## src/rtl/riscv_pkg.sv

```systemverilog
// ---------------------------------------------------------------------------
// riscv_pkg
// Shared RISC-V definitions used by the decode stage:
//   opcode_e           - major opcodes (instr[6:0], including the 2'b11 suffix)
//   instruction_type_e - instruction format class delivered to execute
//   imm_type_e         - immediate format selector for imm_gen
//   occ_e              - decode-stage buffer occupancy (FSM state)
//   decoded_instr_t    - one fully decoded buffer entry. pc/imm are held at
//                        the widest supported XLEN (64) and truncated at the
//                        output ports when the stage is built for RV32.
// ---------------------------------------------------------------------------
package riscv_pkg;

   localparam int XLEN_MAX = 64;

   typedef enum logic [6:0] {
      LOAD      = 7'b0000011,
      MISC_MEM  = 7'b0001111,
      OP_IMM    = 7'b0010011,
      AUIPC     = 7'b0010111,
      OP_IMM_32 = 7'b0011011,
      STORE     = 7'b0100011,
      OP        = 7'b0110011,
      LUI       = 7'b0110111,
      OP_32     = 7'b0111011,
      BRANCH    = 7'b1100011,
      JALR      = 7'b1100111,
      JAL       = 7'b1101111,
      SYSTEM    = 7'b1110011
   } opcode_e;

   typedef enum logic [2:0] {
      R_TYPE       = 3'd0,
      I_TYPE       = 3'd1,
      S_TYPE       = 3'd2,
      B_TYPE       = 3'd3,
      U_TYPE       = 3'd4,
      J_TYPE       = 3'd5,
      UNKNOWN_TYPE = 3'd7
   } instruction_type_e;

   typedef enum logic [2:0] {
      IMM_NONE = 3'd0,
      IMM_I    = 3'd1,
      IMM_S    = 3'd2,
      IMM_B    = 3'd3,
      IMM_U    = 3'd4,
      IMM_J    = 3'd5
   } imm_type_e;

   typedef enum logic [1:0] {
      EMPTY = 2'd0,
      ONE   = 2'd1,
      TWO   = 2'd2
   } occ_e;

   localparam logic [6:0] FUNCT7_BASE   = 7'b0000000;
   localparam logic [6:0] FUNCT7_ALT    = 7'b0100000;
   localparam logic [6:0] FUNCT7_MULDIV = 7'b0000001;

   typedef struct packed {
      logic [XLEN_MAX-1:0] pc;
      instruction_type_e   itype;
      imm_type_e           imm_type;
      logic [XLEN_MAX-1:0] imm;
      logic [4:0]          rd;
      logic [4:0]          rs1;
      logic [4:0]          rs2;
      logic [2:0]          funct3;
      logic [6:0]          funct7;
      logic                illegal;
      logic                is_muldiv;
   } decoded_instr_t;

   // Value of an empty entry: all fields zero, type UNKNOWN.
   localparam decoded_instr_t DECODED_RESET = '{
      pc:        '0,
      itype:     UNKNOWN_TYPE,
      imm_type:  IMM_NONE,
      imm:       '0,
      rd:        '0,
      rs1:       '0,
      rs2:       '0,
      funct3:    '0,
      funct7:    '0,
      illegal:   1'b0,
      is_muldiv: 1'b0
   };

endpackage

```

## src/rtl/decode_stage_if.sv

```systemverilog
// ---------------------------------------------------------------------------
// decode_stage_if
// Upstream (fetch -> decode) and downstream (decode -> execute) handshake
// bundle of the decode stage.
//   in_valid/in_ready/in_instr/in_pc   : word from fetch
//   out_valid/out_ready/out_*          : decoded entry to execute
// Modports:
//   master - the pipeline neighbour side (drives in_*, out_ready)
//   slave  - the decode stage itself
// Handshake: a transfer happens on a rising clk edge where valid && ready
// are both 1. While valid is high and ready low the sender holds its
// payload stable; valid never depends on ready.
// ---------------------------------------------------------------------------
interface decode_stage_if #(
   parameter int XLEN = 32
);
   logic            in_valid;
   logic            in_ready;
   logic [31:0]     in_instr;
   logic [XLEN-1:0] in_pc;

   logic            out_valid;
   logic            out_ready;
   logic [XLEN-1:0] out_pc;
   logic [2:0]      out_itype;
   logic [2:0]      out_imm_type;
   logic [XLEN-1:0] out_imm;
   logic [4:0]      out_rd;
   logic [4:0]      out_rs1;
   logic [4:0]      out_rs2;
   logic [2:0]      out_funct3;
   logic [6:0]      out_funct7;
   logic            out_illegal;
   logic            out_is_muldiv;

   modport master (
      output in_valid, in_instr, in_pc, out_ready,
      input  in_ready, out_valid, out_pc, out_itype, out_imm_type, out_imm,
             out_rd, out_rs1, out_rs2, out_funct3, out_funct7, out_illegal,
             out_is_muldiv
   );

   modport slave (
      input  in_valid, in_instr, in_pc, out_ready,
      output in_ready, out_valid, out_pc, out_itype, out_imm_type, out_imm,
             out_rd, out_rs1, out_rs2, out_funct3, out_funct7, out_illegal,
             out_is_muldiv
   );
endinterface

```

## src/rtl/decode_stage_imm_gen.sv

```systemverilog
// ---------------------------------------------------------------------------
// imm_gen
// Combinational RISC-V immediate builder. Assembles the I/S/B/U/J immediate
// from the instruction word and sign-extends it from instr[31] to XLEN.
// IMM_NONE yields zero.
// Ports:
//   i_instr    [31:0]     raw instruction word
//   i_imm_type imm_type_e immediate format
//   o_imm      [XLEN-1:0] sign-extended immediate
// ---------------------------------------------------------------------------
module imm_gen
   import riscv_pkg::*;
#(
   parameter int XLEN = 32
) (
   input  logic [31:0]     i_instr,
   input  imm_type_e       i_imm_type,
   output logic [XLEN-1:0] o_imm
);

   logic [31:0] w_imm32;
   logic        w_unused_opcode;

   always_comb begin
      w_imm32 = '0;
      case (i_imm_type)
         IMM_I: w_imm32 = {{20{i_instr[31]}}, i_instr[31:20]};
         IMM_S: w_imm32 = {{20{i_instr[31]}}, i_instr[31:25], i_instr[11:7]};
         IMM_B: w_imm32 = {{19{i_instr[31]}}, i_instr[31], i_instr[7],
                           i_instr[30:25], i_instr[11:8], 1'b0};
         IMM_U: w_imm32 = {i_instr[31:12], 12'b0};
         IMM_J: w_imm32 = {{11{i_instr[31]}}, i_instr[31], i_instr[19:12],
                           i_instr[20], i_instr[30:21], 1'b0};
         default: w_imm32 = '0;
      endcase
   end

   // Signed size cast: sign-extends to 64 bits on RV64, identity on RV32.
   assign o_imm = XLEN'($signed(w_imm32));

   // The opcode bits never carry immediate data.
   assign w_unused_opcode = ^i_instr[6:0];

endmodule

```

## src/rtl/decode_stage.sv

```systemverilog
// ---------------------------------------------------------------------------
// decode_stage
// Registered RV32/RV64 decode stage between fetch and execute. Each accepted
// word is decoded combinationally and stored fully decoded in a two-entry
// skid buffer (head + skid), so the stage sustains one word per cycle and
// absorbs one extra word when execute stalls.
// Ports:
//   clk         clock, rising edge
//   rst_n       asynchronous active-low reset; drops all entries at once
//   flush       discard all entries on the next edge; same-cycle input ignored
//   bus         decode_stage_if.slave (in_* from fetch, out_* to execute)
//   o_dbg_count occupancy FSM state (occ_e)
// Parameter: XLEN = 32 or 64 (width of pc and immediate).
// Build option: define RV_M_EXT_EN to accept M-extension OP/OP_32 encodings
// (funct7=0000001) and flag them on out_is_muldiv; without it those
// encodings are illegal and out_is_muldiv stays 0.
// ---------------------------------------------------------------------------
module decode_stage
   import riscv_pkg::*;
#(
   parameter int XLEN = 32
) (
   input  logic          clk,
   input  logic          rst_n,
   input  logic          flush,
   decode_stage_if.slave bus,
   output logic [1:0]    o_dbg_count
);

   localparam bit RV64 = (XLEN == 64);

   occ_e              r_count;
   occ_e              w_count_nxt;
   logic              r_in_ready;
   decoded_instr_t    r_head;
   decoded_instr_t    r_skid;

   logic              w_in_fire;
   logic              w_out_fire;
   logic              w_out_valid;
   opcode_e           w_opcode;
   logic [6:0]        w_funct7;
   instruction_type_e w_itype;
   imm_type_e         w_imm_type;
   logic              w_illegal;
   logic              w_muldiv;
   logic [XLEN-1:0]   w_imm;
   decoded_instr_t    w_dec;
   logic              w_unused_hi;

   // ---------------------------------------------------------------- decode
   assign w_opcode = opcode_e'(bus.in_instr[6:0]);
   assign w_funct7 = bus.in_instr[31:25];

   always_comb begin
      w_itype    = UNKNOWN_TYPE;
      w_imm_type = IMM_NONE;
      w_illegal  = 1'b0;
      w_muldiv   = 1'b0;
      case (w_opcode)
         OP, OP_32: begin
            if ((w_opcode == OP_32) && !RV64) begin
               w_illegal = 1'b1;
            end else if ((w_funct7 == FUNCT7_BASE) || (w_funct7 == FUNCT7_ALT)) begin
               w_itype = R_TYPE;
`ifdef RV_M_EXT_EN
            end else if (w_funct7 == FUNCT7_MULDIV) begin
               w_itype  = R_TYPE;
               w_muldiv = 1'b1;
`endif
            end else begin
               w_illegal = 1'b1;
            end
         end
         LOAD, OP_IMM, JALR, MISC_MEM, SYSTEM: begin
            w_itype    = I_TYPE;
            w_imm_type = IMM_I;
         end
         OP_IMM_32: begin
            if (RV64) begin
               w_itype    = I_TYPE;
               w_imm_type = IMM_I;
            end else begin
               w_illegal = 1'b1;
            end
         end
         STORE: begin
            w_itype    = S_TYPE;
            w_imm_type = IMM_S;
         end
         BRANCH: begin
            w_itype    = B_TYPE;
            w_imm_type = IMM_B;
         end
         LUI, AUIPC: begin
            w_itype    = U_TYPE;
            w_imm_type = IMM_U;
         end
         JAL: begin
            w_itype    = J_TYPE;
            w_imm_type = IMM_J;
         end
         // Covers unknown opcodes and every word with instr[1:0] != 2'b11.
         default: w_illegal = 1'b1;
      endcase
      // Illegal words travel on, but with no type/immediate information.
      if (w_illegal) begin
         w_itype    = UNKNOWN_TYPE;
         w_imm_type = IMM_NONE;
         w_muldiv   = 1'b0;
      end
   end

   imm_gen #(.XLEN(XLEN)) u_imm_gen (
      .i_instr    (bus.in_instr),
      .i_imm_type (w_imm_type),
      .o_imm      (w_imm)
   );

   always_comb begin
      w_dec           = DECODED_RESET;
      w_dec.pc        = 64'(bus.in_pc);
      w_dec.itype     = w_itype;
      w_dec.imm_type  = w_imm_type;
      w_dec.imm       = 64'(w_imm);
      w_dec.rd        = bus.in_instr[11:7];
      w_dec.rs1       = bus.in_instr[19:15];
      w_dec.rs2       = bus.in_instr[24:20];
      w_dec.funct3    = bus.in_instr[14:12];
      w_dec.funct7    = w_funct7;
      w_dec.illegal   = w_illegal;
      w_dec.is_muldiv = w_muldiv;
   end

   // ------------------------------------------------------ occupancy FSM
   assign w_out_valid = (r_count != EMPTY);
   // A flushed cycle never counts as an input transfer.
   assign w_in_fire   = bus.in_valid && r_in_ready && !flush;
   assign w_out_fire  = w_out_valid && bus.out_ready;

   always_comb begin
      w_count_nxt = r_count;
      if (flush) begin
         w_count_nxt = EMPTY;
      end else begin
         case (r_count)
            EMPTY: if (w_in_fire) w_count_nxt = ONE;
            ONE: begin
               if (w_in_fire && !w_out_fire)      w_count_nxt = TWO;
               else if (!w_in_fire && w_out_fire) w_count_nxt = EMPTY;
            end
            // in_ready is low in TWO, so only a drain can happen here.
            TWO:     if (w_out_fire) w_count_nxt = ONE;
            default: w_count_nxt = EMPTY;
         endcase
      end
   end

   // in_ready is registered from the next occupancy so it never depends on
   // the current cycle's inputs.
   always_ff @(posedge clk or negedge rst_n) begin
      if (!rst_n) begin
         r_count    <= EMPTY;
         r_in_ready <= 1'b1;
      end else begin
         r_count    <= w_count_nxt;
         r_in_ready <= (w_count_nxt != TWO);
      end
   end

   // ------------------------------------------------------------ datapath
   // Head loads the new word when it is (or is about to become) the oldest
   // entry; otherwise the word parks in skid until head drains.
   always_ff @(posedge clk or negedge rst_n) begin
      if (!rst_n) begin
         r_head <= DECODED_RESET;
         r_skid <= DECODED_RESET;
      end else if (!flush) begin
         if (w_in_fire && ((r_count == EMPTY) || ((r_count == ONE) && w_out_fire))) begin
            r_head <= w_dec;
         end else if (w_out_fire && (r_count == TWO)) begin
            r_head <= r_skid;
         end
         if (w_in_fire && (r_count == ONE) && !w_out_fire) begin
            r_skid <= w_dec;
         end
      end
   end

   // -------------------------------------------------------------- outputs
   assign bus.in_ready      = r_in_ready;
   assign bus.out_valid     = w_out_valid;
   assign bus.out_pc        = r_head.pc[XLEN-1:0];
   assign bus.out_itype     = r_head.itype;
   assign bus.out_imm_type  = r_head.imm_type;
   assign bus.out_imm       = r_head.imm[XLEN-1:0];
   assign bus.out_rd        = r_head.rd;
   assign bus.out_rs1       = r_head.rs1;
   assign bus.out_rs2       = r_head.rs2;
   assign bus.out_funct3    = r_head.funct3;
   assign bus.out_funct7    = r_head.funct7;
   assign bus.out_illegal   = r_head.illegal;
   assign bus.out_is_muldiv = r_head.is_muldiv;
   assign o_dbg_count       = r_count;

   // Upper pc/imm bits are unused when built for RV32.
   assign w_unused_hi = ^{r_head.pc, r_head.imm};

endmodule
```

## src/flat_wrapper.sv

```systemverilog
// flat-port wrapper written by rule: the top's interface ports become plain ports
module decode_stage_flat import riscv_pkg::*;
#(
   parameter int XLEN = 32
)
  (clk, rst_n, flush, o_dbg_count, bus_in_valid, bus_in_instr, bus_in_pc, bus_out_ready, bus_in_ready, bus_out_valid, bus_out_pc, bus_out_itype, bus_out_imm_type, bus_out_imm, bus_out_rd, bus_out_rs1, bus_out_rs2, bus_out_funct3, bus_out_funct7, bus_out_illegal, bus_out_is_muldiv);
  decode_stage_if #(.XLEN(XLEN)) bus_i ();
  input  logic clk;
  input  logic rst_n;
  input  logic flush;
  output logic [1:0] o_dbg_count;
  input wire logic [$bits(bus_i.in_valid)-1:0] bus_in_valid;
  input wire logic [$bits(bus_i.in_instr)-1:0] bus_in_instr;
  input wire logic [$bits(bus_i.in_pc)-1:0] bus_in_pc;
  input wire logic [$bits(bus_i.out_ready)-1:0] bus_out_ready;
  output wire logic [$bits(bus_i.in_ready)-1:0] bus_in_ready;
  output wire logic [$bits(bus_i.out_valid)-1:0] bus_out_valid;
  output wire logic [$bits(bus_i.out_pc)-1:0] bus_out_pc;
  output wire logic [$bits(bus_i.out_itype)-1:0] bus_out_itype;
  output wire logic [$bits(bus_i.out_imm_type)-1:0] bus_out_imm_type;
  output wire logic [$bits(bus_i.out_imm)-1:0] bus_out_imm;
  output wire logic [$bits(bus_i.out_rd)-1:0] bus_out_rd;
  output wire logic [$bits(bus_i.out_rs1)-1:0] bus_out_rs1;
  output wire logic [$bits(bus_i.out_rs2)-1:0] bus_out_rs2;
  output wire logic [$bits(bus_i.out_funct3)-1:0] bus_out_funct3;
  output wire logic [$bits(bus_i.out_funct7)-1:0] bus_out_funct7;
  output wire logic [$bits(bus_i.out_illegal)-1:0] bus_out_illegal;
  output wire logic [$bits(bus_i.out_is_muldiv)-1:0] bus_out_is_muldiv;
  assign bus_i.in_valid = bus_in_valid;
  assign bus_i.in_instr = bus_in_instr;
  assign bus_i.in_pc = bus_in_pc;
  assign bus_i.out_ready = bus_out_ready;
  assign bus_in_ready = bus_i.in_ready;
  assign bus_out_valid = bus_i.out_valid;
  assign bus_out_pc = bus_i.out_pc;
  assign bus_out_itype = bus_i.out_itype;
  assign bus_out_imm_type = bus_i.out_imm_type;
  assign bus_out_imm = bus_i.out_imm;
  assign bus_out_rd = bus_i.out_rd;
  assign bus_out_rs1 = bus_i.out_rs1;
  assign bus_out_rs2 = bus_i.out_rs2;
  assign bus_out_funct3 = bus_i.out_funct3;
  assign bus_out_funct7 = bus_i.out_funct7;
  assign bus_out_illegal = bus_i.out_illegal;
  assign bus_out_is_muldiv = bus_i.out_is_muldiv;
  decode_stage #(.XLEN(XLEN)) u_core (.clk(clk), .rst_n(rst_n), .flush(flush), .bus(bus_i), .o_dbg_count(o_dbg_count));
endmodule
```

## config.mk

```make
export PLATFORM = sky130hd
export DESIGN_NAME = decode_stage_flat
export DESIGN_NICKNAME = d
export VERILOG_FILES = /design/src/rtl/riscv_pkg.sv /design/src/rtl/decode_stage_if.sv /design/src/rtl/decode_stage_imm_gen.sv /design/src/rtl/decode_stage.sv /design/src/flat_wrapper.sv
export SDC_FILE = /design/constraint.sdc
export NUM_CORES = 1
export LEC_CHECK = 0
export CAP_MARGIN = 20
export CORE_AREA = 2 2 131 133
export CTS_CLUSTER_SIZE = 14
export DETAILED_ROUTE_END_ITERATION = 8
export DIE_AREA = 0 0 133 135
export PLACE_DENSITY = 0.84
export SYNTH_ARGS = -nofsm -noshare
export SYNTH_HDL_FRONTEND = slang
export SYNTH_SLANG_ARGS = --single-unit
```

## constraint.sdc

```tcl
create_clock -name clk -period 2.6 [get_ports clk]
set_clock_uncertainty 0.2 [all_clocks]
set_input_delay 0.52 -clock clk [delete_from_list [all_inputs] [get_ports clk]]
set_output_delay 0.52 -clock clk [all_outputs]
set_load 0.02 [all_outputs]
```

==> results of run 1 <==
## power breakdown
group / internal [uW] / switching, uW / leakage [uW]
combinational: 959 / 1060 / 0.00235
clock: 1450 / 1210 / 0.000296
sequential: 3690 / 377 / 0.00236
## worst paths after layout
check	startpoint	end	slack [ns]
max reg2reg	u_core.bus.in_ready$_DFF_PN1_	u_core.r_skid[40]$_DFFE_PN0P_	0.44
max	u_core.o_dbg_count[1]$_DFF_PN0_	bus_out_valid	0.09
min reg2reg	u_core.r_skid[101]$_DFFE_PN0P_	u_core.r_skid[101]$_DFFE_PN0P_	0.28
min	u_core.r_skid[101]$_DFFE_PN0P_	u_core.r_skid[101]$_DFFE_PN0P_	0.28
min in group asynchronous	rst_n	u_core.r_skid[113]$_DFFE_PN0P_	0.44
max in group asynchronous	rst_n	u_core.bus.out_itype[0]$_DFFE_PN1P_	1.05
## repair_timing
item,CTS,global route
hold buffers,1,0
endpoints found under the setup margin,0,0
setup buffers,0,0
hold endpoints to repair,57,0
## critical path, stage by stage, from the launching register on
cell             delay, ns
dfrtp_1               0.50
or2_2                 0.33
clkdlybuf4s50_1       0.54
## metal layers
layer / global-route usage [%] / up-vias / share of wire [%]
met1: 35.7 / 3559 / 43
met4: 8.30 / 2 / 2.3
met2: 41.7 / 301 / 48
met5: 0 / - / 0.057
li1: - / 3401 / -
met3: 5.37 / 35 / 6.7
## per-stage QoR
stage          hold slack (ns)  TNS [ns]  util (%)  instances  power [uW]
4_1_cts                  0.280         0      67.7       1318        8780
6_report                 0.278         0      67.7       1318        8750
2_1_floorplan           0.0244         0         -        902        5080
5_1_grt                  0.301         0      67.7       1318        9160
3_5_place_dp             0.263     -1.45      64.0       1285        6140
3_3_place_gp             0.254    -0.212      64.0       1285        6040
## layout by cell type (no fill, tap or decap), drive strengths merged, types with 2 or more instances in the layout
| master | n |
|---|---|
| a2111oi | 2 |
| a21o | 2 |
| a21oi | 35 |
| a221o | 2 |
| a22oi | 2 |
| a31oi | 15 |
| a32oi | 21 |
| and2 | 7 |
| and3 | 7 |
| buf | 58 |
| bufinv | 2 |
| clkbuf | 18 |
| clkdlybuf4s50 | 167 |
| clkinv | 4 |
| dfrtp | 188 |
| dfstp | 7 |
| inv | 12 |
| mux2i | 3 |
| nand2 | 281 |
| nand2b | 4 |
| nand3 | 6 |
| nor2 | 147 |
| nor2b | 2 |
| nor3 | 3 |
| nor4 | 3 |
| o21ai | 22 |
| o22ai | 56 |
| or2 | 2 |
## kinds of logic (layout without fill, tap and decap cells)
group	after synthesis	in the layout
buffers and inverters	66	262
other	1	1
xor gates and xnor gates	1	1
DFF	195	195
AOI/OAI and AO/OA	167	167
and+or+nand+nor	468	468
muxes	4	4
## registers in the layout, summed over array words and instances, names as in the netlist
signal                   flops
u_core.r_skid               96
u_core.bus.out_imm          32
u_core.bus.out_pc           32
u_core.bus.out_funct7        7
u_core.bus.out_rd            5
u_core.bus.out_rs1           5
u_core.bus.out_rs2           5
u_core.bus.out_funct3        3
u_core.bus.out_imm_type      3
u_core.bus.out_itype         3
u_core.o_dbg_count           2
u_core.bus.in_ready          1
u_core.bus.out_illegal       1
## area by class of cell
class | count | area [um^2] | share of cell area, %
sequential | 195 | 4890 | 44.0
timing repair buffer | 227 | 2260 | 20.3
clock buffer | 17 | 425 | 3.83
tap | 220 | 275 | 2.48
inverter | 3 | 11.3 | 0.101
clock inverter | 15 | 165 | 1.49
multi-input combinational | 641 | 3080 | 27.7
==> PnR_summary.wiki, run 1 <==
{| class="wikitable"
! Metric !! Value
|-
| Yosys top cell by area || dfrtp_1
|-
| Leakage power figure || about 0.0050 uW
|-
| Number of warnings printed during yosys synthesis || 0
|-
| Crit path launch type || register
|-
| CTS tree || yes
|-
| Number of port buffers || approximately 170
|-
| RSZ-0062 raised after global routing || false
|-
| Proportion of synthesized area in mux cells || less than 1%
|-
| CTS root buffer || clkbuf_16
|-
| Sinks on the clock net || a little under 200
|-
| Status || finished clean
|-
| Number of DRC markers in iteration 0 || 623
|-
| Wire length of the first global-routing pass || between 30 and 40 mm
|-
| Cell depth of the worst min-delay path || 2
|-
| Post-route fraction of the period consumed by the critical path || a little over nine tenths
|-
| EDFF count, synth || 0
|-
| Post-Syn Instances || approximately 900
|-
| Unique masters post-synth || 57
|-
| Area share of the largest cell type after synthesis || between 50% and 60%
|-
| Setup slack of the critical path after layout || about 0.088 ns
|-
| Routability-driven placement congestion ratio || about 0.9
|-
| Adder and majority cell fraction of the synthesized area || 0%
|-
| Post-Syn Nets || ~970
|-
| CP Max Fanout || 9
|-
| Number of max-slew violations in the final report || 0
|-
| Via-per-instance ratio || around 5.5
|-
| Achievable Freq || between 300 and 400 MHz
|-
| Avg Inst Size Synth || 9.16 um^2
|-
| Total global-route track usage || about a quarter
|-
| Relative slew slack || roughly half
|-
| Cells resized by post-CTS repair || 0
|-
| Clock period minus final worst setup slack || 2.51 ns
|-
| Setup slack at placement || -0.0896 ns
|-
| Number of nets with antenna violations after routing || 0
|-
| Share of async-settable or async-resettable flops after synthesis || 100%
|-
| Simple-gate portion of the synthesized area || a little under a quarter
|-
| Count of antenna diodes in the layout || 0
|-
| Pin count of the biggest net entering global routing || 66
|-
| Leading post-synthesis cells by cell area || dfrtp_1, nand2_1, nor2_1, o22ai_1, a32oi_1
|-
| Initial standard-cell utilization of the core || slightly above 50%
|-
| Crit. End Element || output port
|-
| Latest clock arrival within the worst-skew pair || between 0.4 and 0.5 ns
|-
| Standard cell area after detailed placement || 10500 um^2
|-
| Library cell with the highest instance count after synthesis || nand2_1
|-
| #FFs+latches synth || 195
|-
| Layout filler cell count || ~1.3k
|-
| Final routed wire length divided by cell count || about 17 um
|-
| Initial antenna violation count || 1
|-
| Residual DRC count || 0
|-
| Std-Cell Rows || 47
|-
| Hold Fails Final Rpt || 0
|-
| Top-level I/O count || 170
|-
| Maximum buffer depth of the clock tree || 2
|-
| Worst EP arrival || roughly 1.8 ns
|-
| Post-synthesis sequential area ratio || 59.2%
|-
| Total wire length || ~23 mm
|-
| Worst setup path category || register to output port
|-
| Commonest register cell after synthesis || dfrtp_1
|-
| Cell types with the highest counts after synthesis || nand2_1, dfrtp_1, nor2_1, o22ai_1, a21oi_1
|-
| Post-synthesis compound-gate area fraction || 13.4%
|-
| Die X-Extent || 133 um
|-
| Synth Cell Area || 8260 um^2
|-
| Congestion Overflow GR || 0
|-
| Cell area power density || 788 nW/um^2
|-
| Die Outline Area || approximately 18000 um^2
|-
| Via Count || around 7.3k
|-
| Die Span Y || between 100 and 150 um
|-
| Post-detail-place hpwl || around 15 mm
|-
| Worst r2r path cells || 5
|-
| Design Area, Final || 11100 um^2
|-
| Total of endpoints with negative setup slack in the final report || 0
|-
| Required time at the endpoint of the critical path || approximately 1.9 ns
|-
| Synth Area in XOR/XNOR || less than 1%
|-
| Kind of path behind the tightest hold check || register to register
|-
| Clk slew on worst S/H paths || ~0.070 ns
|-
| Layout net count || around 1.2k
|-
| Signed area change from the synthesized netlist to the final layout || 34.4%
|-
| CTS H-tree depth || 4
|-
| Drt first pass iters || 5
|-
| Placeable core region || roughly 16000 um^2
|-
| Slew of the pin with the lowest slew margin || 0.723 ns
|-
| Cts bufs inserted || 17
|-
| IR drop worst, VDD || approximately 0.52 mV
|-
| Number of violations of the max-capacitance limit || 0
|-
| Fraction of layout instances using a drive strength above 1 || about a tenth
|-
| Via count of the first global-routing pass || 7069
|-
| Dominant combinational cell family by area after synthesis || simple AND/OR/NAND/NOR gates
|}
Note: power is estimated with default switching activity, not from simulation.
==> run 2: changes to the inputs <==
- CTS_CLUSTER_SIZE: 14 -> 25
==> results of run 2 <==
The final DEF is identical to that of run 1; final timing and power are the same.
